[src/rtl/hazard_ctrl.sv]
// Pipeline hazard controller: load-use stall, EX redirect flush, mul/div freeze with watchdog.
// Optional performance counters are enabled by defining HAZARD_PERF_CNT_EN.
module hazard_ctrl #(
  parameter int unsigned MD_TIMEOUT = 64
) (
  input  logic        clk,
  input  logic        rst,
  input  logic        id_rs1_re,
  input  logic        id_rs2_re,
  input  logic [4:0]  id_rs1_addr,
  input  logic [4:0]  id_rs2_addr,
  input  logic [6:0]  ex_opcode,
  input  logic        ex_rd_we,
  input  logic [4:0]  ex_rd_addr,
  input  logic        ex_redirect,
  input  logic        ex_md_start,
  input  logic        ex_md_done,
  output logic        pc_stall,
  output logic        if_id_stall,
  output logic        if_id_flush,
  output logic        id_ex_stall,
  output logic        id_ex_flush,
  output logic        md_timeout,
  output logic [31:0] stall_cycles,
  output logic [31:0] flush_events
);

  localparam logic [6:0]  OpLoad = 7'b0000011;
  localparam logic [15:0] WdLast = 16'(MD_TIMEOUT - 1);

  typedef enum logic [0:0] {StRun, StMdWait} state_e;

  state_e      state_q, state_d;
  logic [15:0] wd_cnt_q, wd_cnt_d, wd_cnt_inc;
  logic        md_timeout_q, md_timeout_d;
  logic        lu;

  assign lu = (ex_opcode == OpLoad) && ex_rd_we && (ex_rd_addr != 5'd0) &&
              ((id_rs1_re && (id_rs1_addr == ex_rd_addr)) ||
               (id_rs2_re && (id_rs2_addr == ex_rd_addr)));

  assign wd_cnt_inc = wd_cnt_q + 16'd1;

  always_comb begin
    state_d      = state_q;
    wd_cnt_d     = wd_cnt_q;
    md_timeout_d = md_timeout_q;
    pc_stall     = 1'b0;
    if_id_stall  = 1'b0;
    if_id_flush  = 1'b0;
    id_ex_stall  = 1'b0;
    id_ex_flush  = 1'b0;
    // Outputs are forced low for the whole reset cycle.
    if (!rst) begin
      unique case (state_q)
        StRun: begin
          if (ex_redirect) begin
            if_id_flush = 1'b1;
            id_ex_flush = 1'b1;
          end else if (ex_md_start && !ex_md_done) begin
            pc_stall    = 1'b1;
            if_id_stall = 1'b1;
            id_ex_stall = 1'b1;
            state_d     = StMdWait;
            wd_cnt_d    = 16'd0;
          end else if (lu) begin
            pc_stall    = 1'b1;
            if_id_stall = 1'b1;
            id_ex_flush = 1'b1;
          end
        end
        StMdWait: begin
          if (ex_md_done) begin
            state_d = StRun;
          end else begin
            pc_stall    = 1'b1;
            if_id_stall = 1'b1;
            id_ex_stall = 1'b1;
            wd_cnt_d    = wd_cnt_inc;
            // Start cycle plus MD_TIMEOUT-1 wait cycles bounds the freeze.
            if (wd_cnt_inc == WdLast) begin
              md_timeout_d = 1'b1;
              state_d      = StRun;
            end
          end
        end
        default: state_d = StRun;
      endcase
    end
  end

  always_ff @(posedge clk) begin
    if (rst) begin
      state_q      <= StRun;
      wd_cnt_q     <= 16'd0;
      md_timeout_q <= 1'b0;
    end else begin
      state_q      <= state_d;
      wd_cnt_q     <= wd_cnt_d;
      md_timeout_q <= md_timeout_d;
    end
  end

  assign md_timeout = md_timeout_q;

`ifdef HAZARD_PERF_CNT_EN
  logic [31:0] stall_cycles_q, flush_events_q;

  always_ff @(posedge clk) begin
    if (rst) begin
      stall_cycles_q <= 32'd0;
      flush_events_q <= 32'd0;
    end else begin
      if (pc_stall && (stall_cycles_q != 32'hFFFF_FFFF)) begin
        stall_cycles_q <= stall_cycles_q + 32'd1;
      end
      if (id_ex_flush && (flush_events_q != 32'hFFFF_FFFF)) begin
        flush_events_q <= flush_events_q + 32'd1;
      end
    end
  end

  assign stall_cycles = stall_cycles_q;
  assign flush_events = flush_events_q;
`else
  assign stall_cycles = 32'd0;
  assign flush_events = 32'd0;
`endif

endmodule

[config.mk]
export PLATFORM = sky130hd
export DESIGN_NAME = hazard_ctrl
export DESIGN_NICKNAME = d
export VERILOG_FILES = /design/src/rtl/hazard_ctrl.sv
export SDC_FILE = /design/constraint.sdc
export NUM_CORES = 1
export LEC_CHECK = 0
export BUFFER_PORTS_ARGS = -buffer_cell sky130_fd_sc_hd__buf_2
export CAP_MARGIN = 10
export CORE_UTILIZATION = 45
export DETAILED_ROUTE_END_ITERATION = 8
export GPL_ROUTABILITY_DRIVEN = 0
export GPL_TIMING_DRIVEN = 0
export PLACE_DENSITY = 0.92
export SETUP_SLACK_MARGIN = 0.05
export SLEW_MARGIN = 0
export SYNTH_ARGS = -nofsm -noshare
export SYNTH_HDL_FRONTEND = slang
export SYNTH_SLANG_ARGS = --single-unit
[constraint.sdc]
create_clock -name clk -period 1.95 [get_ports clk]
set_input_delay 0.195 -clock clk [delete_from_list [all_inputs] [get_ports clk]]
set_output_delay 0.195 -clock clk [all_outputs]
set_load 0.1 [all_outputs]
# Word level (Yosys, flattened, before mapping)

Cells that the tools add are included.
Widths: inputs -> output; s select.

Flip-flop bits (word level): 18
Input port bits: 30
Output and inout port bits: 70

Bitwise gates (word level): 2
Muxes and demuxes: 24
Add/sub/neg operators: 1
Reduce and logical (&&, ||, !) cells: 11
Eq/ne operators: 7

Operators with widths:

| cell                  | count |
|---|---|
| $mux 16               | 3 |
| $pmux 16 s2           | 1 |
| $mux 1                | 17 |
| $add 16x1->16 const B | 1 |
| $eq 16x6->1 const B   | 1 |
| $eq 5x5->1            | 2 |
| $eq 7x2->1 const B    | 1 |
| $logic_and 1x1->1     | 6 |
| $ne 2x2->1 const B    | 3 |
| $pmux 1 s2            | 3 |
| $reduce_and 3->1      | 2 |
| $reduce_bool 5->1     | 1 |
| $not 1->1             | 2 |
| $logic_not 1->1       | 1 |
| $logic_or 1x1->1      | 1 |

# Depth between registers and ports, before layout

Gate-level depths: netlist of run 1.

Word-level depth: 9
Mapped depth: 6
Mapped depth without buffers: 6

# Worst setup path before layout of run 1

Ideal clock, no wire load.

Kind: input port to output port
From: in ex_rd_addr[1]
To: out pc_stall
Arrival time: 3.756 ns
Setup slack: -2.001 ns
Buffers on the path: 1
Cell stages on the path: 6
Cell sequence: xor2_1 nor4_1 nand3_1 a221o_1 o21ai_0 buf_4

Longest elaborated chain between the ends: 9
Elaborated cells between the ends (all ways): 13
Classes of those cells: eq/ne: 2; mux: 5; reduce/logical: 6

Ends and longest elaborated chain:

| element                              | line   | source |
|---|---|---|
| start, declared                      | 14     | `input logic [4:0] ex_rd_addr,` |
| $eq 5x5->1 (on tied branches)        | 39, 40 |  |
| $logic_and 1x1->1 (on tied branches) | 39, 40 |  |
| $logic_or 1x1->1                     | 39     | `((id_rs1_re && (id_rs1_addr == ex_rd_addr)) \|\|` |
| $logic_and 1x1->1 *                  | 38     | `assign lu = (ex_opcode == OpLoad) && ex_rd_we && (ex_rd_addr != 5'd0) &&` |
| $mux 1 * (3 in a row)                | --     |  |
| $pmux 1 s2 *                         | --     |  |
| $mux 1 *                             | --     |  |
| end, declared                        | 18     | `output logic pc_stall,` |

Mark *: on every way between the ends. The rest lies on a longest branch, timed or not.

# Worst setup path in the final report of run 1

From: in ex_rd_addr[1]
To: out pc_stall

Longest elaborated chain between the ends: 9
Elaborated cells between the ends (all ways): 13
Classes of those cells: eq/ne: 2; mux: 5; reduce/logical: 6

Ends and longest elaborated chain:

| element                              | line   | source |
|---|---|---|
| $eq 5x5->1 (on tied branches)        | 39, 40 |  |
| $logic_and 1x1->1 (on tied branches) | 39, 40 |  |
| $logic_or 1x1->1                     | 39     |  |
| $logic_and 1x1->1 *                  | 38     |  |
| $mux 1 *                             | 66     | `end else if (lu) begin` |
| $mux 1 *                             | 60     | `end else if (ex_md_start && !ex_md_done) begin` |
| $mux 1 *                             | 57     | `if (ex_redirect) begin` |
| $pmux 1 s2 *                         | 55     | `unique case (state_q)` |
| $mux 1 *                             | 54     | `if (!rst) begin` |

Marks and branches as above.

==> metrics.txt, run 1 <==
status complete, but fails checks; failing checks negative setup slack; drt drc 0; Reg area 370.4 sq um; count of cell types in the netlist 44; initial antenna violation count 0; hold path start ex_md_done; Area contributors post-synth buf_4, dfxtp_1, nor2_1; delay-heaviest family, CP compound AO/OA/AOI/OAI gates; Max Transition Viols Final 0; Critical R2R Launch wd_cnt_q[4]; Post-Route WL 4565 um; Syn Inst Count 239; Initial Util 0.4864; Die W 65.85 um; number of hold violations in the final report 0; first-pass GRT wire length slightly above 7000 um; crit-path most repeated cell buf_12; Cell Area, Synth 0.001834 sq mm; Pre-Repair DR Iteration Count 5; design area around 0.0026 sq mm; Die Footprint 0.004336 sq mm; I/O Buffers 35; Worst EP arrival 1.83 ns; DR vias between 1500 and 2000; CP max stage delay 0.40 ns; sequential fraction of the synthesis area 0.1965; Max VDD drop 363.9 uV; Non-Filler Instances 393; max_cap viols 0; class of the worst hold path input port to flop; area of the multi-input gates roughly 0.0013 sq mm; sequential power share 0.249; Critical-path top delay cell a221o_1; Critical Path Start Type input port; worst path bufs/invs 3; cells on worst reg2reg path 5; CTS tree yes; WS Path Type input port to output port; deepest clock path buffer count 2; flops & latches, synth 18; Clk network pwr share 0.210; Worst Setup End Kind output port; largest net degree at the start of global routing 11; mean post-synth cell area 7.675 sq um; CTS buffer count 3; CP Depth 8; Tcrit/Tclk final 1.037; clock slew at reported path FFs 0.07 ns; CTS sink count 18; Syn. warnings 0; final net count 378; Yosys top cell by area buf_4; vias in the first global route roughly 1600; Die Y roughly 66 um; placed insts ~390; Yosys top cell area share 0.2701; CP endpoint pc_stall; achievable frequency 494.4 MHz; HPWL after DPL 3222 um; Worst Path Max Fanout 3; P&R area growth vs syn 40.45%; # rows 22; Leak Pwr 1.274 nW; Root Buffer clkbuf_8; post-route ant nets 0; sw power 0.0007816 W; Ports 100; initial DRC count 115; CP Launch Point ex_rd_addr[1]; final setup fails 2; pre-CTS setup slack -0.2338 ns; Final WS setup -0.07265 ns; DP Area about 0.0024 sq mm; combinational power share 0.541; fillers 298; grt ovf 0; WL/cell 11.62 um; Clock Latency Late Sink around 0.26 ns; share of cells above drive strength 1 0.3884; Int Pwr 0.0006998 W; Final Critical Period approximately 2.0 ns; Power Density 575.0 mW/mm^2; RSZ-0062 raised after global routing true; R2R setup slack ~0.13 ns; DR vias/cell 4.687; Switching Fraction 0.5276; final core occ 0.6831; GRT Util Overall 0.2141; # diodes 0; Clock Skews approximately 0.0024 ns; FF-to-FF End md_timeout; critical-path cell list buf_2 -> xor2_1 -> nor4_1 -> nand3_1 -> a221o_1 -> o21ai_4 -> buf_12 -> buf_12; core area 0.003771 sq mm; final setup TNS -0.1136 ns; CP Data Required Time 1.75 ns; Clock H-tree levels 1
repair_timing:
item | 4_1_cts | 5_1_grt
gates resized for setup | 16 | 14
cloned | 0 | 0
pin swaps | 4 | 5
buffers inserted | 1 | 3
endpoints found under the setup margin | 7 | 10
hold buffers | 0 | 0
sequential cells by signal (all words and copies together), names as in the netlist:
| name | count |
|---|---|
| state_q | 1 |
| wd_cnt_q | 16 |
| md_timeout | 1 |
kinds of logic after synthesis:
family                   after synthesis  synth area share
AO/OA/AOI/OAI                         41            0.1405
XOR/XNOR                              15           0.07162
adder cells (fa/ha/maj)                2           0.01364
buffers and inverters                 79            0.3145
flip-flops                            18            0.1965
other                                  1          0.002044
AND/OR/NAND/NOR                       83            0.2613
power groups by stage:
| stage | clock (W) | sequential (W) | combinational (W) |
|---|---|---|---|
| final | 0.000311 | 0.000369 | 0.000801 |
| after global placement | 0 | 0.000380 | 0.000767 |
| after CTS | 0.000318 | 0.000370 | 0.000785 |
| after detailed placement | 0 | 0.000380 | 0.000772 |
| after floorplan | 0 | 0.000379 | 0.000719 |
| after global routing | 0.000339 | 0.000369 | 0.000824 |
synth_stat cells:
| cell type | count |
|---|---|
| a2111oi_2 | 1 |
| a211oi_1 | 2 |
| a21o_1 | 2 |
| a21oi_1 | 15 |
| a221o_1 | 1 |
| a22oi_1 | 1 |
| a311oi_1 | 3 |
| a31oi_1 | 3 |
| a32o_1 | 1 |
| and3_1 | 1 |
| and4_1 | 1 |
| buf_4 | 66 |
| buf_6 | 3 |
| clkbuf_1 | 4 |
| clkbuf_8 | 1 |
| conb_1 | 1 |
| dfxtp_1 | 18 |
| ha_1 | 2 |
| inv_1 | 5 |
| nand2_1 | 8 |
| nand2_2 | 1 |
| nand2b_1 | 1 |
| nand3_1 | 8 |
| nand3_2 | 1 |
| nand3b_1 | 2 |
| nand4_1 | 5 |
| nand4_4 | 1 |
| nand4bb_1 | 1 |
| nor2_1 | 28 |
| nor2b_1 | 4 |
| nor3_1 | 4 |
| nor3b_1 | 1 |
| nor4_1 | 4 |
| nor4_2 | 1 |
| nor4_4 | 1 |
| nor4b_1 | 2 |
| o21ai_0 | 10 |
| o21bai_1 | 2 |
| or3_1 | 5 |
| or3_4 | 1 |
| or3b_1 | 1 |
| or4_1 | 1 |
| xnor2_1 | 4 |
| xor2_1 | 11 |
worst min-delay path: cells and delay by family:
kind,cells,cell delay [ns]
simple gates,2,0.14
compound gates,1,0.08
buf+inv,1,0.11
worst min-delay path by stage:
stage / to / slack [ns] / cells past startpoint
floorplan: state_q / 0.38 / 3
global placement: md_timeout / 0.45 / 1
detailed placement: md_timeout / 0.46 / 1
CTS: state_q / 0.27 / 4
global route: wd_cnt_q[5] / 0.32 / 3
finish: state_q / 0.32 / 4
through the flow:
stage	hold slack [ns]	power [W]
global placement	0.4507	0.001147
global route	0.3212	0.001532
detailed placement	0.4574	0.001152
CTS	0.2661	0.001472
floorplan	0.3756	0.001099
finish	0.3161	0.001481
area by class of cell:
class / instances / share of cell area
Multi-Input combinational cell: 205 / 0.4881
Buffer: 74 / 0.2215
Sequential cell: 18 / 0.1438
Timing Repair Buffer: 39 / 0.09471
Tap cell: 48 / 0.02331
Clock buffer: 4 / 0.02137
Inverter: 5 / 0.007285
layout by cell type, fill, tap and decap left out, types with 2 or more instances in the layout:
cell type,n
inv_1,5
buf_6,4
nand4_1,5
buf_4,69
nor2_1,28
clkbuf_1,4
nor3_1,4
o21ai_0,9
dfxtp_1,14
nor4_4,3
xnor2_1,4
buf_12,3
nand2_1,8
a21o_1,2
dfxtp_2,2
clkbuf_8,5
nor2b_1,4
a31oi_1,3
a21oi_1,14
xor2_1,11
buf_2,31
nand3_1,7
a311oi_1,3
or3_1,5
conb_1,64
a211oi_1,2
nand3b_1,2
dfxtp_4,2
nor4_1,2
metal layers:
metal	wire, um	track usage
met2	2427	0.3980
met3	411	0.04483
met4	85	0.06250
met1	1641	0.2403
met5	0	0
Note: power is estimated with default switching activity, not from simulation.
==> run 2, diff against run 1 <==
GPL_TIMING_DRIVEN = not set   (was 0)
==> metrics.txt, run 2 (synthesis gave the netlist of run 1 again) <==
first-pass GRT wire length 6423 um; Design Power 0.001366 W; met3 usage 0.03103; Die Footprint 0.004336 sq mm; most frequent cells in the layout conb_1, buf_2, nor2_1; WL/cell 12.26 um; deepest clock path buffer count 2; largest net degree at the start of global routing 20; vias in the first global route 1427; hold_buf cts 0; Clock Skews 0.001261 ns; share of cells above drive strength 1 0.2562; Pre-Repair DR Iteration Count 4; grt ovf 0; WS Path Type flop to output port; Tcrit/Tclk final 0.9837; Clock H-tree levels 1; GRT Max-Usage Layer met2; final core occ 0.5378; initial antenna violation count 0; met1 Use GR 0.2171; Final WS setup 0.03180 ns; Critical Path Start Type flop; Worst Setup End Kind output port; CTS tree yes; Worst Path Max Fanout 3; CTS sink count 18; class of the worst hold path input port to flop; I/O Buffers 35; final setup fails 0; P&R area growth vs syn 10.57%; Fin Hold WS 0.2842 ns; CP Data Required Time about 1.8 ns; Post-Route WL ~4000 um; Max VDD drop about 360 uV; initial DRC count just over 100; status completed; final net count 314; Ports 100; GRT Util Overall 0.1912; HPWL after DPL 2946 um; Die Y 65.85 um; met2 usage 0.3495; DR vias 1646; number of hold violations in the final report 0; Max Transition Viols Final 0; Worst EP arrival between 1.5 and 2 ns; Leak Pwr a little over 0.9 nW; most common cell after layout, fill and taps aside conb_1; Die W 65.85 um; Initial Util 0.4864; # diodes 0; Root Buffer clkbuf_8; pre-CTS setup slack 0.02700 ns; Largest Register wd_cnt_q; RSZ-0062 raised after global routing true; drt drc 0; core area 0.003771 sq mm; Final Critical Period 1.918 ns; max_cap viols 0; clock slew at reported path FFs 0.07 ns; final setup TNS 0 ns; fillers 340; max reg flops 16; achievable frequency 521.3 MHz; # rows 22; DR vias/cell around 5.0; Power Density 673.7 mW/mm^2; Clock Latency Late Sink 0.26 ns; post-route ant nets 0; CTS buffer count 3
run 2: changes by cell type in the layout (fill, tap and decap cells not counted), moves of 2 or more:
cell      previous run  this run
nor4_4               3         1
dfxtp_2              2         4
buf_6                4         0
buf_4               69        14
clkbuf_1             4         0
run 2: report_power, final:
group	internal, W	switching [W]	total (W)	leakage (nW)
clock	0.000180	0.000133	0.000313	0.0288
combinational	0.0000608	0.000623	0.000684	0.737
sequential	0.000368	0.00000162	0.000369	0.148
total	0.000608	0.000758	0.00137	0.914
run 2: layout make-up:
type	count	area [sq um]	area share
inverters	5	18.77	0.009254
clock buffers	4	55.05	0.02714
multi-input cells	205	1197	0.5904
repair buffers	49	327.8	0.1616
flip-flops and latches	18	369.1	0.1820
well taps	48	60.06	0.02961
run 2: layer usage:
layer  vias up  routed length [um]
li1        778                   -
met1       786                1556
met2        73                2183
met3         9                 232
met4         0                  60
met5         -                   0
run 2: worst paths after layout:
path / start / end / slack (ns) / cells after the start
setup reg to reg: wd_cnt_q[0] / state_q / 0.13 / 6
setup / recovery: state_q / if_id_stall / 0.03 / 5
hold / removal: ex_md_done / state_q / 0.28 / 4
hold reg to reg: md_timeout / md_timeout / 0.48 / 1
run 2: timing repair:
action / CTS / global route
setup buffers: 0 / 1
endpoints found under the setup margin: 4 / 8
gates resized for setup: 2 / 10
pin swaps: 3 / 5
run 2: per-stage QoR:
step / area, sq um / cells
floorplan: 2116 / 302
global placement: 1923 / 324
detailed placement: 1923 / 324
CTS: 1982 / 328
global route: 2028 / 329
finish: 2028 / 329
run 2: critical path, cell delays in order, from the launching register on:
cell and delay (ns):
dfxtp_4 0.37, nor4b_2 0.20, nand4_1 0.13, a221o_1 0.34
o21ai_4 0.21, buf_12 0.20
